File: config.mk
export PLATFORM = sky130hd
export DESIGN_NAME = cache_controller
export DESIGN_NICKNAME = d
export VERILOG_FILES = /design/src/rtl/cache_controller.sv
export SDC_FILE = /design/constraint.sdc
export NUM_CORES = 2
export LEC_CHECK = 0
export ABC_AREA = 1
export CORE_MARGIN = 2
export CORE_UTILIZATION = 55
export CTS_CLUSTER_SIZE = 16
export DETAILED_ROUTE_END_ITERATION = 16
export HOLD_SLACK_MARGIN = 0.08
export PLACE_DENSITY = 0.74
export SLEW_MARGIN = 5
export SYNTH_ARGS = -nofsm -noshare
export SYNTH_HDL_FRONTEND = slang
export SYNTH_MEMORY_MAX_BITS = 65536
export SYNTH_SLANG_ARGS = --single-unit
export TNS_END_PERCENT = 10
File: constraint.sdc
create_clock -name clk -period 4.2 [get_ports clk]
set_input_delay 1.26 -clock clk [delete_from_list [all_inputs] [get_ports clk]]
set_output_delay 1.26 -clock clk [all_outputs]
set_load 0.005 [all_outputs]
File: src/rtl/cache_controller.sv
// Direct-mapped write-through cache between the CPU load/store port and 1K-word main memory.
// Define WRITE_ALLOCATE_EN to make store misses fill the line before writing through.
module cache_controller #(
  parameter int unsigned INDEX_W = 5
) (
  input  logic          clk,
  input  logic          rst,
  input  logic          cpu_read,
  input  logic          cpu_write,
  input  logic [9:0]    cpu_addr,
  input  logic [31:0]   cpu_wdata,
  output logic [31:0]   cpu_rdata,
  output logic          stall,
  output logic          mem_read,
  output logic          mem_write,
  output logic [9:0]    mem_addr,
  output logic [31:0]   mem_wdata,
  input  logic [127:0]  mem_block,
  input  logic          mem_ready
);

  localparam int unsigned TAG_W = 8 - INDEX_W;
  localparam int unsigned LINES = 1 << INDEX_W;

`ifdef WRITE_ALLOCATE_EN
  localparam bit WR_ALLOC = 1'b1;
`else
  localparam bit WR_ALLOC = 1'b0;
`endif

  typedef enum logic [1:0] {
    S_IDLE      = 2'd0,
    S_READ_MISS = 2'd1,
    S_WRITE_MEM = 2'd2,
    S_RELEASE   = 2'd3
  } state_e;

  state_e             state_q;
  logic               mem_read_q;
  logic               mem_write_q;
  logic               wdone_q;
  logic [LINES-1:0]   valid_q;
  logic [TAG_W-1:0]   tag_q  [LINES];
  logic [31:0]        data_q [LINES][4];

  logic [INDEX_W-1:0] index;
  logic [TAG_W-1:0]   tag;
  logic [1:0]         offset;
  logic               hit;
  logic               wr_req;
  logic               rd_miss;

  assign index  = cpu_addr[INDEX_W+1:2];
  assign tag    = cpu_addr[9:INDEX_W+2];
  assign offset = cpu_addr[1:0];

  // wdone_q marks the IDLE cycle in which a held store is retired after its memory write.
  always_comb begin
    hit     = 1'b0;
    wr_req  = 1'b0;
    rd_miss = 1'b0;
    hit     = valid_q[index] && (tag_q[index] == tag);
    wr_req  = cpu_write && !wdone_q;
    rd_miss = cpu_read && !cpu_write && !hit;
    stall   = (state_q != S_IDLE) || wr_req || rd_miss;
  end

  assign cpu_rdata = data_q[index][offset];
  assign mem_read  = mem_read_q;
  assign mem_write = mem_write_q;
  assign mem_addr  = cpu_addr;
  assign mem_wdata = cpu_wdata;

  always_ff @(posedge clk or posedge rst) begin
    if (rst) begin
      state_q     <= S_IDLE;
      mem_read_q  <= 1'b0;
      mem_write_q <= 1'b0;
      wdone_q     <= 1'b0;
      valid_q     <= '0;
    end else begin
      case (state_q)
        S_IDLE: begin
          wdone_q <= 1'b0;
          if (wr_req) begin
            if (hit || !WR_ALLOC) begin
              state_q     <= S_WRITE_MEM;
              mem_write_q <= 1'b1;
            end else begin
              state_q    <= S_READ_MISS;
              mem_read_q <= 1'b1;
            end
          end else if (rd_miss) begin
            state_q    <= S_READ_MISS;
            mem_read_q <= 1'b1;
          end
        end
        S_READ_MISS: begin
          if (mem_ready) begin
            state_q        <= S_RELEASE;
            mem_read_q     <= 1'b0;
            valid_q[index] <= 1'b1;
          end
        end
        S_WRITE_MEM: begin
          if (mem_ready) begin
            state_q     <= S_RELEASE;
            mem_write_q <= 1'b0;
            wdone_q     <= 1'b1;
          end
        end
        S_RELEASE: state_q <= S_IDLE;
        default:   state_q <= S_IDLE;
      endcase
    end
  end

  // Tag and data arrays carry no reset; valid bits alone qualify their contents.
  always_ff @(posedge clk) begin
    if (state_q == S_READ_MISS && mem_ready) begin
      tag_q[index]     <= tag;
      data_q[index][0] <= mem_block[31:0];
      data_q[index][1] <= mem_block[63:32];
      data_q[index][2] <= mem_block[95:64];
      data_q[index][3] <= mem_block[127:96];
    end else if (state_q == S_IDLE && wr_req && hit) begin
      data_q[index][offset] <= cpu_wdata;
    end
  end

endmodule

==> run metrics <==
Mapped Nets 10,300; placed inst area 183,000 µm²; final core utilization 69.7%; DR vias/cell 6.95; Async S/R FF share, synth 0.875%; Reg-to-Reg End data_q[7][90]; Avg Synthesized Cell Area 15.7 µm²; sequential element share of the synthesized area 79.3%; CTS Buf Count 410; area growth from synthesis to final layout 25.8%; number of max-cap violations 0; Worst Skew 0.0732 ns; total die area 295,000 µm²; final instance area 201,000 µm²; Starting Density 55.4%; Yosys warnings 0; reg2reg start valid_q[10]; clk buf depth 4; CP Max Fanout 10; violated checks setup timing; core area 289,000 µm²; cell row count 197; GRT Total Usage 37.8%; post-route ant nets 0; Setup crit end cpu_rdata[31]; fin crit period 5.24 ns; Max-slew headroom 19.7%; GRT Residual Overflow 0; Power Density 456 nW/µm²; flop2flop setup slack 0.87 ns; pin count of the biggest net entering global routing 67; Fin. Hold Viols 0; CTS tree done; drt wl/cell 35.9 µm; Nets 11,800; HP Class flop to flop; PortBufs 251; leading area contributor after synthesis edfxtp_1; synth unique cells 39; drt first pass iters 7; Die H 543 µm; Data required, critical path 2.94 ns; maximum vdd ir drop 0.000350 V; first-pass GRT wire length 784 mm; Finished Layout Cells 15,800; Least-Margin Pin Slew 1.20 ns; Worst Setup SP cpu_addr[3]; Die W 543 µm; Post-Place Cells 14,900; register bit total from synthesis 4,229; vias in the first global route 107,000; Hold Slack 0.463 ns; Synth Instances 10,200; CTS Hold Buffers Added 0; clk sinks 4,229; most frequently used flop master after synthesis edfxtp_1; startpoint types primary input; post-synthesis instance area 160,000 µm²; initial antenna violation count 20; H-tree levels 5; drt drc 0; worst r2r path cells 15; Setup crit end kind primary output; final worst slack -1.04 ns; Yosys top cell area share 78.7%; PnR Total Power 91.6 mW; share of layout cells above drive strength 1 23.0%; Slew Viols, Final 0; Leakage Power 67.7 nW; fin crit share 125%; GP Congestion 0.947; CP Data Arrival Time 3.98 ns; final setup vio count 33; Max Clock Freq 191 MHz; DP HPWL 340 mm; number of flops mapped to enable cells by yosys 4,192; clock root buffer clkbuf_16; synth top area cells edfxtp_1 (79%), a22oi_1 (9.1%), nand2_1 (3.5%), a21oi_1 (2.3%), o21ai_0 (0.86%); drt total wl 568 mm; Iter 0 DRT Violations 20,100; # IOs 252; unrepaired setup endpoints after global routing yes; Vias 110,000; Reg clk slew, reported paths 0.06 ns; critical path class primary input to primary output; status finished with violations; clock latency at the later pin of the worst-skew pair 0.96 ns
-- state kept, by name (all words and copies together) (netlist names) --
register,cells
data_q,4096
mem_read,1
mem_write,1
state_q,2
tag_q,96
valid_q,32
wdone_q,1
-- stage by stage --
step                      setup slack [ns]  setup TNS (ns)
after floorplan                     -0.601        -1219.49
after global placement               -2.31        -4578.16
after detailed placement             -2.25        -5005.20
after CTS                           -0.890          -26.67
after global routing                 -1.02          -30.50
final                                -1.04          -29.71
-- worst min path at each step --
stage | end | slack, ns | cells past startpoint | start
floorplan | valid_q[0] | 0.43 | 2 | valid_q[0]
global placement | valid_q[31] | 0.44 | 2 | valid_q[31]
finish | valid_q[15] | 0.46 | 2 | valid_q[15]
detailed placement | valid_q[30] | 0.45 | 2 | valid_q[30]
CTS | valid_q[18] | 0.46 | 2 | valid_q[18]
global route | valid_q[18] | 0.49 | 2 | valid_q[18]
-- worst max-delay path, stage by stage --
cell	delay [ns]
buf_16	0.13
nor2_4	0.06
buf_12	0.15
buf_16	0.17
buf_6	0.16
buf_6	0.15
buf_4	0.17
a22oi_2	0.15
a21oi_1	0.11
nor4_2	0.45
nand2_4	0.16
nand2_2	0.12
nand3b_1	0.40
buf_2	0.29
-- power by group --
part           internal [mW]  leakage [nW]  total [mW]  switching [mW]
Clock                   20.9          6.47        37.0            16.0
Combinational           2.64          23.2        7.62            4.98
Sequential              46.9          38.1        47.0           0.106
-- synthesized netlist by cell type (all sizes together), types with 2 or more instances --
cell type,count
a22oi,1934
or3,2
nor4b,4
nand2,1506
a221oi,57
a21oi,734
clkbuf,343
nand4,52
nor2,94
inv,145
ha,3
a21o,29
nor3,56
or2,44
edfxtp,4192
a22o,10
buf,377
nand3b,7
a21boi,111
dfrtp,37
nor4,67
nand3,11
clkinv,5
o21ai,328
a211oi,7
-- logic make-up after synthesis --
group | share of synthesized area [%]
flip-flops | 79.3
AO/OA/AOI/OAI | 13.5
AND/OR/NAND/NOR | 4.76
adder cells (fa/ha/maj) | 0.0235
buffers and inverters | 2.43
-- routing by layer --
metal	wire [µm]	GRT usage, %
met1	178000	47.5
met3	88000	10.7
met4	53700	29.1
met5	148	0.0162
met2	248000	55.7
-- cell type report --
| class | instances | area [µm²] |
|---|---|---|
| Fill cell | 16700 | 87600 |
| Tap cell | 3880 | 4850 |
| Inverter | 150 | 681 |
| Antenna cell | 17 | 42.5 |
| Timing Repair Buffer | 1730 | 22800 |
| Clock buffer | 477 | 10600 |
| Clock inverter | 266 | 2650 |
| Multi-Input combinational cell | 5058 | 32700 |
| Sequential cell | 4229 | 127000 |
-- what timing repair did --
action | in CTS | in global routing
pin swaps | 154 | 67
buffers inserted | 87 | 19
gates cloned | 34 | 3
setup endpoints to repair | 33 | 33
gates resized for setup | 605 | 168
-- placed cells by master, fill, tap and decap left out, types with 34 or more instances in the layout --
master	netlist	final
a21boi_0	111	77
clkinv_1	5	98
or2_2	44	41
clkbuf_1	343	63
a22oi_2	0	102
nor4_1	67	34
o21ai_1	54	70
o21ai_0	274	149
clkbuf_16	0	417
nand2_1	1506	1398
nor2_1	91	76
nand4_1	48	48
a22oi_1	1934	1832
nand2_2	0	76
buf_16	0	39
clkinv_2	0	80
clkdlybuf4s50_1	0	214
inv_1	136	116
bufinv_16	0	48
o21ai_2	0	108
edfxtp_1	4192	4192
a21oi_1	734	575
a221oi_1	57	48
buf_6	20	76
a21oi_4	0	128
buf_4	46	737
buf_12	0	597
dfrtp_1	37	37
Power figures use the tool's default switching activity.
